`src/rtl/sprite_motion_ctrl.sv`:
```
// Per-frame sprite motion: fixed-point gravity with a speed ceiling,
// floor/wall response, X-edge bounce or wrap, out-of-field detection.
module sprite_motion_ctrl #(
    parameter int INITIAL_X       = 32,
    parameter int INITIAL_Y       = 64,
    parameter int INITIAL_X_SPEED = 64,
    parameter int INITIAL_Y_SPEED = 0,
    parameter int GRAVITY         = 4,
    parameter int MAX_Y_SPEED     = 230,
    parameter int FP_SHIFT        = 6,
    parameter int X_MIN           = 0,
    parameter int X_MAX           = 575,
    parameter int Y_MAX           = 447,
    parameter int WRAP_X          = 0
) (
    input  logic               clk,
    input  logic               resetN,
    input  logic               startOfFrame,
    input  logic               enable,
    input  logic               restart,
    input  logic               floorHit,
    input  logic               wallHit,
    output logic signed [10:0] topLeftX,
    output logic signed [10:0] topLeftY,
    output logic               onFloor,
    output logic               outOfField
);

    localparam int SCALE = 1 << FP_SHIFT;
    localparam int X0    = INITIAL_X * SCALE;
    localparam int Y0    = INITIAL_Y * SCALE;
    localparam int XMINF = X_MIN * SCALE;
    localparam int XMAXF = X_MAX * SCALE;
    localparam int YMAXF = Y_MAX * SCALE;

    typedef enum logic [1:0] {
        IDLE,
        FALLING,
        ROLLING,
        DONE
    } state_t;

    state_t             r_state;
    state_t             w_state_n;
    logic signed [31:0] r_xpos;
    logic signed [31:0] r_ypos;
    logic signed [31:0] r_xspd;
    logic signed [31:0] r_yspd;
    logic signed [31:0] w_xpos_n;
    logic signed [31:0] w_ypos_n;
    logic signed [31:0] w_xspd_n;
    logic signed [31:0] w_yspd_n;
    logic signed [31:0] w_vx;
    logic signed [31:0] w_vx_abs;
    logic signed [31:0] w_vy_sum;
    logic signed [31:0] w_xsum;
    logic               r_floor_seen;
    logic               r_wall_seen;
    logic               w_floor;
    logic               w_wall;
    logic               w_active;

    assign w_active = (r_state == FALLING) || (r_state == ROLLING);
    // A hit on the strobe cycle itself belongs to the frame being closed
    assign w_floor  = r_floor_seen | floorHit;
    assign w_wall   = r_wall_seen | wallHit;
    assign w_vx_abs = w_vx[31] ? -w_vx : w_vx;

    always_ff @(posedge clk or negedge resetN) begin
        if (!resetN) begin
            r_state <= IDLE;
        end else if (restart) begin
            r_state <= IDLE;
        end else begin
            r_state <= w_state_n;
        end
    end

    always_comb begin
        w_state_n = r_state;
        w_xpos_n  = r_xpos;
        w_ypos_n  = r_ypos;
        w_xspd_n  = r_xspd;
        w_yspd_n  = r_yspd;
        w_vx      = r_xspd;
        w_vy_sum  = '0;
        w_xsum    = '0;
        if (startOfFrame) begin
            case (r_state)
                IDLE: begin
                    if (enable) w_state_n = FALLING;
                end
                FALLING, ROLLING: begin
                    w_vx     = w_wall ? -r_xspd : r_xspd;
                    w_xspd_n = w_vx;
                    if (r_state == FALLING) begin
                        if (w_floor && r_yspd >= 0) begin
                            w_yspd_n  = '0;
                            w_state_n = ROLLING;
                        end else begin
                            w_vy_sum = r_yspd + GRAVITY;
                            w_yspd_n = (w_vy_sum > MAX_Y_SPEED)
                                     ? MAX_Y_SPEED : w_vy_sum;
                        end
                    end else if (!w_floor) begin
                        w_state_n = FALLING;
                    end
                    w_xsum   = r_xpos + w_vx;
                    w_xpos_n = w_xsum;
                    w_ypos_n = r_ypos + w_yspd_n;
                    if (WRAP_X != 0) begin
                        if (w_xsum > XMAXF)      w_xpos_n = XMINF;
                        else if (w_xsum < XMINF) w_xpos_n = XMAXF;
                    end else if (w_xsum < XMINF) begin
                        w_xpos_n = XMINF;
                        w_xspd_n = w_vx_abs;
                    end else if (w_xsum > XMAXF) begin
                        w_xpos_n = XMAXF;
                        w_xspd_n = -w_vx_abs;
                    end
                    if (w_ypos_n >= YMAXF) w_state_n = DONE;
                end
                default: ;
            endcase
        end
    end

    always_ff @(posedge clk or negedge resetN) begin
        if (!resetN) begin
            r_xpos <= X0;
            r_ypos <= Y0;
            r_xspd <= INITIAL_X_SPEED;
            r_yspd <= INITIAL_Y_SPEED;
        end else if (restart) begin
            r_xpos <= X0;
            r_ypos <= Y0;
            r_xspd <= INITIAL_X_SPEED;
            r_yspd <= INITIAL_Y_SPEED;
        end else begin
            r_xpos <= w_xpos_n;
            r_ypos <= w_ypos_n;
            r_xspd <= w_xspd_n;
            r_yspd <= w_yspd_n;
        end
    end

    // Hits outside FALLING/ROLLING are dropped so no stale flag survives
    always_ff @(posedge clk or negedge resetN) begin
        if (!resetN) begin
            r_floor_seen <= 1'b0;
            r_wall_seen  <= 1'b0;
        end else if (restart || startOfFrame) begin
            r_floor_seen <= 1'b0;
            r_wall_seen  <= 1'b0;
        end else if (w_active) begin
            r_floor_seen <= r_floor_seen | floorHit;
            r_wall_seen  <= r_wall_seen | wallHit;
        end
    end

    assign topLeftX   = 11'(r_xpos >>> FP_SHIFT);
    assign topLeftY   = 11'(r_ypos >>> FP_SHIFT);
    assign onFloor    = (r_state == ROLLING);
    assign outOfField = (r_state == DONE);

endmodule
```
`config.mk`:
```
export PLATFORM = sky130hd
export DESIGN_NAME = sprite_motion_ctrl
export DESIGN_NICKNAME = d
export VERILOG_FILES = /design/src/rtl/sprite_motion_ctrl.sv
export SDC_FILE = /design/constraint.sdc
export NUM_CORES = 1
export LEC_CHECK = 0
export ABC_AREA = 1
export CAP_MARGIN = 20
export CORE_MARGIN = 2
export CORE_UTILIZATION = 60
export CTS_BUF_LIST = sky130_fd_sc_hd__clkbuf_2 sky130_fd_sc_hd__clkbuf_4 sky130_fd_sc_hd__clkbuf_8
export CTS_CLUSTER_DIAMETER = 120
export DETAILED_ROUTE_END_ITERATION = 12
export PLACE_DENSITY = 0.8
export SYNTH_ARGS = -nofsm -noshare
export SYNTH_HDL_FRONTEND = slang
export SYNTH_SLANG_ARGS = --single-unit
```
`constraint.sdc`:
```
create_clock -name clk -period 8.3 [get_ports clk]
set_input_delay 0.83 -clock clk [delete_from_list [all_inputs] [get_ports clk]]
set_output_delay 0.83 -clock clk [all_outputs]
set_load 0.02 [all_outputs]
```
=== Yosys cells after proc, flatten, opt, wreduce, memory -nomap -nowiden ===
Cells that the tools add are included.
W data, S select, Z words.

* Logic and storage cells: 74
* Input port bits: 7
* Bits in registers: 132

* $lt $le $gt $ge: 5
* Bitwise gates (word level): 2
* Equal/unequal tests: 6
* Multiplexer cells: 37
* Add/subtract/negate cells: 6
* Reductions and logical operators: 11

{| class="wikitable"
|+ Operator list
! operator !! count
|-
| $mux W32 || 25
|-
| $neg A32 Y32 || 3
|-
| $add A32 B32 Y32 || 2
|-
| $add A32 B4 Y32 const B || 1
|-
| $ge A32 B1 Y1 const B || 1
|-
| $ge A32 B16 Y1 const B || 1
|-
| $gt A32 B17 Y1 const B || 1
|-
| $gt A32 B9 Y1 const B || 1
|-
| $lt A32 B1 Y1 const B || 1
|-
| $mux W2 || 7
|-
| $ne A5 B5 Y1 const B || 2
|-
| $reduce_bool A2 Y1 || 3
|-
| $reduce_and A5 Y1 || 1
|-
| $eq A2 B2 Y1 const B || 2
|-
| $mux W1 || 4
|-
| $pmux W2 S2 || 1
|-
| $ne A3 B3 Y1 const B || 1
|-
| $reduce_bool A3 Y1 || 1
|-
| $eq A2 B1 Y1 const B || 1
|-
| $logic_not A2 Y1 || 1
|-
| $logic_or A1 B1 Y1 || 2
|-
| $or A1 B1 Y1 || 2
|-
| $reduce_and A2 Y1 || 1
|-
| $reduce_or A2 Y1 || 1
|-
| $logic_and A1 B1 Y1 || 1
|}

=== Depth between registers and ports, before layout ===
Gate-level depths: netlist (run 1).

* Depth after elaboration: 13
* Mapped depth: 41
* Mapped depth without buffers: 41

=== Worst setup path before layout (run 1) ===
No wires, ideal clock.

* Path kind: register to register
* Start point: register r_yspd[4]
* End point: register r_state[0]
* Stages on the path, launching flop included: 38
* Path slack: 3.471 ns
* Path buffers: 1
* Data arrival time: 4.764 ns
* Library setup time: 0.065 ns
* Path through: dfrtp_1 inv_1 nor3_2 nand3_1 nor3_2 nand2_1 nor2_2 nand2_1 xor2_1 inv_1 or2_2 nor3_1 nand4_2 nand2_4 nand2_4 buf_6 o22ai_2 ha_1 (+2 left out) inv_1 nor2_1 nor2_1 nand3_1 a21boi_0 xor2_1 nand2_1 nor2_1 nand3_1 nand3_1 inv_1 nand4_1 nand2_1 nand3_1 nand2_1 nor2_1 nand2_1 nand2_1

* Cells in the longest elaborated chain, start to end: 13
* Elaborated cells between the ends (all ways): 18

{| class="wikitable"
|+ RTL lines
! item !! line !! text
|-
| start: declaration || 48 || <nowiki>logic signed [31:0] r_yspd;</nowiki>
|-
| start signal: assignment || 143 || <nowiki>r_yspd <= w_yspd_n;</nowiki>
|-
| $add A32 B4 Y32 || 101 || <nowiki>w_vy_sum = r_yspd + GRAVITY;</nowiki>
|-
| $gt A32 B9 Y1 || 102 || <nowiki>w_yspd_n = (w_vy_sum > MAX_Y_SPEED)</nowiki>
|-
| $mux W32 || 103 || <nowiki>? MAX_Y_SPEED : w_vy_sum;</nowiki>
|-
| $mux W32 || 97 || <nowiki>if (w_floor && r_yspd >= 0) begin</nowiki>
|-
| $mux W32 || 96 || <nowiki>if (r_state == FALLING) begin</nowiki>
|-
| $mux W32 || 89 || <nowiki>case (r_state)</nowiki>
|-
| $mux W32 || 88 || <nowiki>if (startOfFrame) begin</nowiki>
|-
| $add A32 B32 Y32 || 110 || <nowiki>w_ypos_n = r_ypos + w_yspd_n;</nowiki>
|-
| $ge A32 B16 Y1 || 121 || <nowiki>if (w_ypos_n >= YMAXF) w_state_n = DONE;</nowiki>
|-
| $mux W2 || 121 ||
|-
| $pmux W2 S2 || 89 ||
|-
| $mux W2 || 88 ||
|-
| $mux W2 || 72 || <nowiki>end else if (restart) begin</nowiki>
|-
| end signal: assignment || 75 || <nowiki>r_state <= w_state_n;</nowiki>
|-
| end: declaration || 43 || <nowiki>state_t r_state;</nowiki>
|}

Several ways; a longest one is shown, not always the timed one. The select of a mux whose other input is x is not followed.
A chain may end at the register's enable or synchronous reset.

=== Worst setup path in the final report (run 1) ===
* Start point: register r_yspd[4]
* End point: register r_state[1]

Same word-level chain as after synthesis.

==> results of run 1 <==
[layout make-up]
type | instances | area [sq um]
well taps | 319 | 399
clock inverters | 14 | 201
multi-input cells | 1793 | 9410
fillers | 2232 | 8370
repair buffers | 39 | 389
flip-flops and latches | 130 | 3260
inverters | 265 | 1000
clock buffers | 18 | 241
[worst max-delay path: cells and delay by family, from the launching register on]
kind | cells | cell delay (ns)
xor+xnor | 2 | 0.36
compound gates | 2 | 1.14
simple gates | 24 | 3.66
buf+inv | 3 | 0.24
flops | 1 | 0.40
fa+ha+maj | 1 | 0.29
[per-stage QoR]
stage          util [%]  instances  setup slack (ns)  hold WS, ns  total power [uW]
5_1_grt            64.0       2578              1.62        0.374              6130
6_report           64.0       2578              2.08        0.338              5650
2_1_floorplan         -       2265              3.47        0.449              3960
4_1_cts            63.9       2577              2.16        0.349              5550
3_3_place_gp       62.0       2545              1.96        0.462              4820
3_5_place_dp       62.0       2545              1.65        0.470              4880
[final timing paths]
kind | from | endpoint | slack (ns) | depth (start not counted)
worst max-delay path | r_yspd[4] | r_state[1] | 2.08 | 32
worst min-delay path | resetN | r_ypos[16] | 0.34 | 1
worst max register to register | r_yspd[4] | r_state[1] | 2.08 | 32
worst min register to register | r_yspd[19] | r_yspd[19] | 0.50 | 2
max in group asynchronous | resetN | r_xspd[4] | 6.55 | 2
min in group clk | r_yspd[19] | r_yspd[19] | 0.50 | 2
[routing by layer]
metal  track usage [%]  up-vias
li1                  -     7330
met2              62.5      660
met5                 0        -
met1              45.0     6944
met3              4.74      170
met4              25.6        2
[cell families (layout without fill, tap and decap cells)]
kind of cell | after synthesis | in the layout | synth area share [%]
DFF | 130 | 130 | 23.1
xor gates and xnor gates | 91 | 91 | 5.70
AOI/OAI and AO/OA | 368 | 368 | 15.7
buffers and inverters | 342 | 336 | 10.3
and+or+nand+nor | 1259 | 1259 | 38.5
muxes | 1 | 1 | 0.0710
adders and majority gates | 74 | 74 | 6.62
[state kept, by name, indices dropped and copies added, names as in the netlist]
name / count
r_floor_seen: 1
r_state: 2
r_wall_seen: 1
r_xpos: 31
r_xspd: 31
r_ypos: 32
r_yspd: 32
[power by group through the flow]
stage	clock, uW	sequential [uW]	combinational (uW)
global placement	0	907	3910
finish	652	906	4100
CTS	651	899	4000
floorplan	0	861	3100
global route	677	919	4540
detailed placement	0	909	3980
[cells in the final DEF, fill, tap and decap left out, drive strengths merged, types with 20 or more instances in the layout]
master / n
nor3: 33
o21ai: 121
inv: 270
nand2: 715
clkdlybuf4s50: 29
nand3: 171
xnor2: 20
ha: 73
dfrtp: 127
a21oi: 136
xor2: 71
nor2: 272
nand4: 31
==> results_dict.tcl, run 1 <==
set metrics [dict create \
    yosysWarningCount 0 \
    skew_ns 0.0120 \
    dp_hpwl_microns 35400 \
    maxCapViolCount 0 \
    cts.repair.resized 0 \
    synth_cell_types 61 \
    power.density_mw_per_mm2 380 \
    crit_type "flip-flop to flip-flop" \
    first_pass_iters 7 \
    vias_per_cell 5.86 \
    antenna_found_initial 1 \
    synth-edff-count 0 \
    coreArea_sq_mm 0.0233 \
    dr_wl_met3_microns 2820 \
    layout_min_cycle_time_ns 6.22 \
    routedWlPerCell_microns 18.0 \
    ir_worst_vdd_uv 229 \
    switching_power_uw 3350 \
    dieWidth_microns 157 \
    syn-cell-area_sq_mm 0.0141 \
    ys_seq_area_share_pct 23.1 \
    synth_top_area_share_pct 22.5 \
    synth_most_common_cell "nand2_1" \
    cts_tree "built" \
    status "complete, no violations" \
    setup_viol 0 \
    finalCritPeriodShare_pct 75.0 \
    combPwrFrac_pct 72.4 \
    cp.required_ns 8.68 \
    cts_max_level 4 \
    cellInternalPower_uw 2300 \
    rsz0062_at_grt "false" \
    ios 31 \
    final_hold_viol_count 0 \
    finalNetCount 2327 \
    maxSlewHeadroom_pct 32.1 \
    num_rows 56 \
    grt-ovfl-total 0 \
    hold_class "input pin to asynchronous set/reset pin" \
    area_delta_synth_final_pct 5.61 \
    grt_pass1_wl_microns 72200 \
    grt_usage_pct 37.4 \
    path_max_fanout 17 \
    clk_latency_ns 0.48 \
    ant_nets 0 \
    synth_common_cells "690 x nand2_1, 257 x inv_1, 248 x nor2_1, 167 x nand3_1, 135 x a21oi_1" \
    cp_slowest_stage_delay_ns 0.80 \
    timing.fmax_mhz 161 \
    place_congestion 0.986 \
    pwr-share-seq_pct 16.0 \
    stdcell_area_sq_mm 0.0149 \
    syn_avg_cell_area_sq_um 6.23 \
    routed.top_layer "met5" \
    synthesis.instances 2265 \
    start_util_pct 60.6 \
    die_area_sq_mm 0.0247 \
    antennaDiodeCount 0 \
    start_kind "flip-flop" \
    drt-met1-wl_microns 18300 \
    ctsHoldBuffers 0 \
    cts_setup_buffers 0 \
    numCtsBuffers 17 \
    drc 0 \
    grt_start_max_net_pins 70 \
    crit_path_top_delay_cell "o21ai_0" \
    finalSetupTns_ns 0 \
    synthFlopType "dfrtp_1" \
    clockRootBuffer "clkbuf_8" \
    drv_slew 0 \
    yosys_register_bits 130 \
    drt_iter0_drc 1567 \
    cts.sinks 130 \
    die_h_microns 157 \
    num_vias 15100 \
    power.share.clock_pct 11.5 \
    synth_nets 2346 \
    grt_pass1_vias 14000 \
    dpl_cell_area_sq_mm 0.0144 \
    p_leak_uw 0.00749 \
    end_kind "flip-flop" \
    clockBufferDepth 2 \
    synth-async-reset-ratio_pct 100 \
    cts.clk_slew.worst_paths_ns 0.09 \
    cp_common_cell "nand2_1" \
    drt_wl_total_microns 46300 \
    dr_wl_met2_microns 21800 \
    worst-slew-pin-transition_ns 1.01 \
    netlist_top_cells_area "dfrtp_1 23%, nand2_1 18%, inv_1 6.8%, nor2_1 6.6%, ha_1 6.5%" \
    p_sw_share_pct 59.3 \
    worstPathArrival_ns 6.60 \
    numPortBuffers 30 \
    drive_gt1_share_pct 6.06 \
    yosysTopAreaCell "dfrtp_1" \
]
Power figures use the tool's default switching activity.
==> run 2: changes to the inputs <==
clock period = 6 ns   (was 8.3 ns; I/O delays follow)
==> run 2 against run 1 <==
Clock power increased by 25%. Combinational power increased by 40%. Count of clock-buffer cells in the layout unchanged. Via count increased by 0.33%. First-iteration DRC count decreased by 4.3%. Power increased by 38%. Wire length decreased by 1.6%. Critical path depth decreased by 1. Clock skew increased by 0.0079 ns. Sequential power increased by 37%. Highest routed layer is now met4.
==> results_dict.tcl, run 2 (synthesis gave the netlist of run 1 again) <==
set metrics [dict create \
    switching_power_uw 4650 \
    dpl.cell_count 2556 \
    start_util_pct 60.6 \
    power.share.clock_pct 10.5 \
    cp_common_cell "nand2_1" \
    hold_class "input pin to asynchronous set/reset pin" \
    ant_nets 0 \
    end_kind "flip-flop" \
    ios 31 \
    worstReg2RegStart "r_yspd[2]" \
    drc 0 \
    cts_tree "built" \
    status "complete, no violations" \
    mostFrequentLayoutCells "690 x nand2_1, 257 x inv_1, 245 x nor2_1, 166 x nand3_1, 135 x a21oi_1" \
    die_area_sq_mm 0.0247 \
    grt_start_max_net_pins 71 \
    finalCritPeriodShare_pct 93.1 \
    grt_pass1_wl_microns 71900 \
    maxSlewHeadroom_pct 36.5 \
    p_leak_uw 0.00760 \
    crit_family "simple AND/OR/NAND/NOR gates" \
    clockRootBuffer "clkbuf_8" \
    ctsHoldBuffers 0 \
    p_total_uw 7800 \
    worstPathArrival_ns 5.98 \
    final_cells 2594 \
    grt-ovfl-total 0 \
    cts.sinks 130 \
    crit_path_top_delay_cell "dfrtp_1" \
    num_rows 56 \
    setup_viol 0 \
    area_delta_synth_final_pct 6.57 \
    finalNetCount 2343 \
    layout_min_cycle_time_ns 5.59 \
    cp_slowest_stage_delay_ns 0.42 \
    drive_gt1_share_pct 6.95 \
    dp_worst_setup_slack_ns -0.0262 \
    clockBufferDepth 2 \
    final_hold_viol_count 0 \
    pwr-share-seq_pct 15.9 \
    cts_max_level 4 \
    skew_ns 0.0199 \
    cp.required_ns 6.39 \
    timing.final.ws_setup_ns 0.412 \
    antenna_found_initial 0 \
    start_kind "flip-flop" \
    first_pass_iters 6 \
    die_h_microns 157 \
    multi_input_area_sq_mm 0.00945 \
    drv_slew 0 \
    drt_iter0_drc 1499 \
    reg2reg_depth 31 \
    numPortBuffers 30 \
    worst-slew-pin-transition_ns 0.953 \
    cts.clk_slew.worst_paths_ns 0.10 \
    vias_per_cell 5.84 \
    num_vias 15200 \
    combPwrFrac_pct 73.6 \
    grt_pass1_vias 14300 \
    drt_wl_total_microns 45600 \
    p_sw_share_pct 59.6 \
    fill_cells 2222 \
    numCtsBuffers 17 \
    path_max_fanout 12 \
    seqCellArea_sq_mm 0.00326 \
    timing.fmax_mhz 179 \
    grt_usage_pct 36.9 \
    dieWidth_microns 157 \
    reg2reg_slack_ns 0.41 \
    cellInternalPower_uw 3150 \
    maxCapViolCount 0 \
    place_congestion 0.987 \
    crit_buf_inv 1 \
    ir_worst_vdd_uv 263 \
    clk_latency_ns 0.48 \
    crit_type "flip-flop to flip-flop" \
    routedWlPerCell_microns 17.6 \
    rsz0062_at_grt "false" \
    timing.rr.end "r_state[0]" \
    power.density_mw_per_mm2 519 \
    antennaDiodeCount 0 \
    final_common_cell "nand2_1" \
    coreArea_sq_mm 0.0233 \
    reg_top3 "r_ypos x32, r_yspd x32" \
    dp_hpwl_microns 35300 \
]
run 2: how the worst max path moves through the flow:
stage / end / depth (start not counted) / start / slack (ns)
2_1_floorplan: r_state[0] / 37 / r_yspd[4] / 1.17
3_3_place_gp: r_state[0] / 33 / r_yspd[4] / 0.19
3_5_place_dp: r_state[1] / 33 / r_yspd[4] / -0.03
4_1_cts: r_state[0] / 36 / r_yspd[4] / 0.1
5_1_grt: r_state[0] / 38 / r_yspd[4] / 0.02
6_report: r_state[0] / 31 / r_yspd[2] / 0.41
run 2: cell type report:
cell class                      count  share of cell area, %
Multi-Input combinational cell   1793                   62.9
Sequential cell                   130                   21.7
Inverter                          265                   6.65
Timing Repair Buffer               55                   3.39
Tap cell                          319                   2.66
Clock buffer                       18                   1.65
Clock inverter                     14                   1.10
run 2: metal layers:
layer / wire, microns / track usage (%) / up-vias
met2: 21900 / 64.3 / 630
met1: 17900 / 43.3 / 6987
met4: 3010 / 22.5 / 0
li1: - / - / 7363
met3: 2770 / 4.68 / 176
met5: 0 / 0 / -
run 2: metrics by stage:
stage | hold slack (ns) | instance area (sq um) | utilization [%] | TNS, ns
4_1_cts | 0.119 | 14900 | 64.1 | 0
3_5_place_dp | 0.472 | 14500 | 62.4 | -0.0506
3_3_place_gp | 0.463 | 14500 | 62.4 | 0
6_report | 0.0694 | 15000 | 64.6 | 0
5_1_grt | 0.0962 | 15000 | 64.6 | 0
2_1_floorplan | 0.304 | 14100 | - | 0
run 2: power by group through the flow:
stage | combinational, uW | clock, uW | sequential (uW)
3_3_place_gp | 5430 | 0 | 1250
6_report | 5740 | 818 | 1240
5_1_grt | 6360 | 864 | 1260
4_1_cts | 5550 | 821 | 1240
3_5_place_dp | 5520 | 0 | 1250
2_1_floorplan | 4290 | 0 | 1190
run 2: timing repair:
action                     4_1_cts  5_1_grt
setup endpoints to repair        2        2
pin swaps                        0        3
resized for setup                1        9
buffers inserted                 0        5
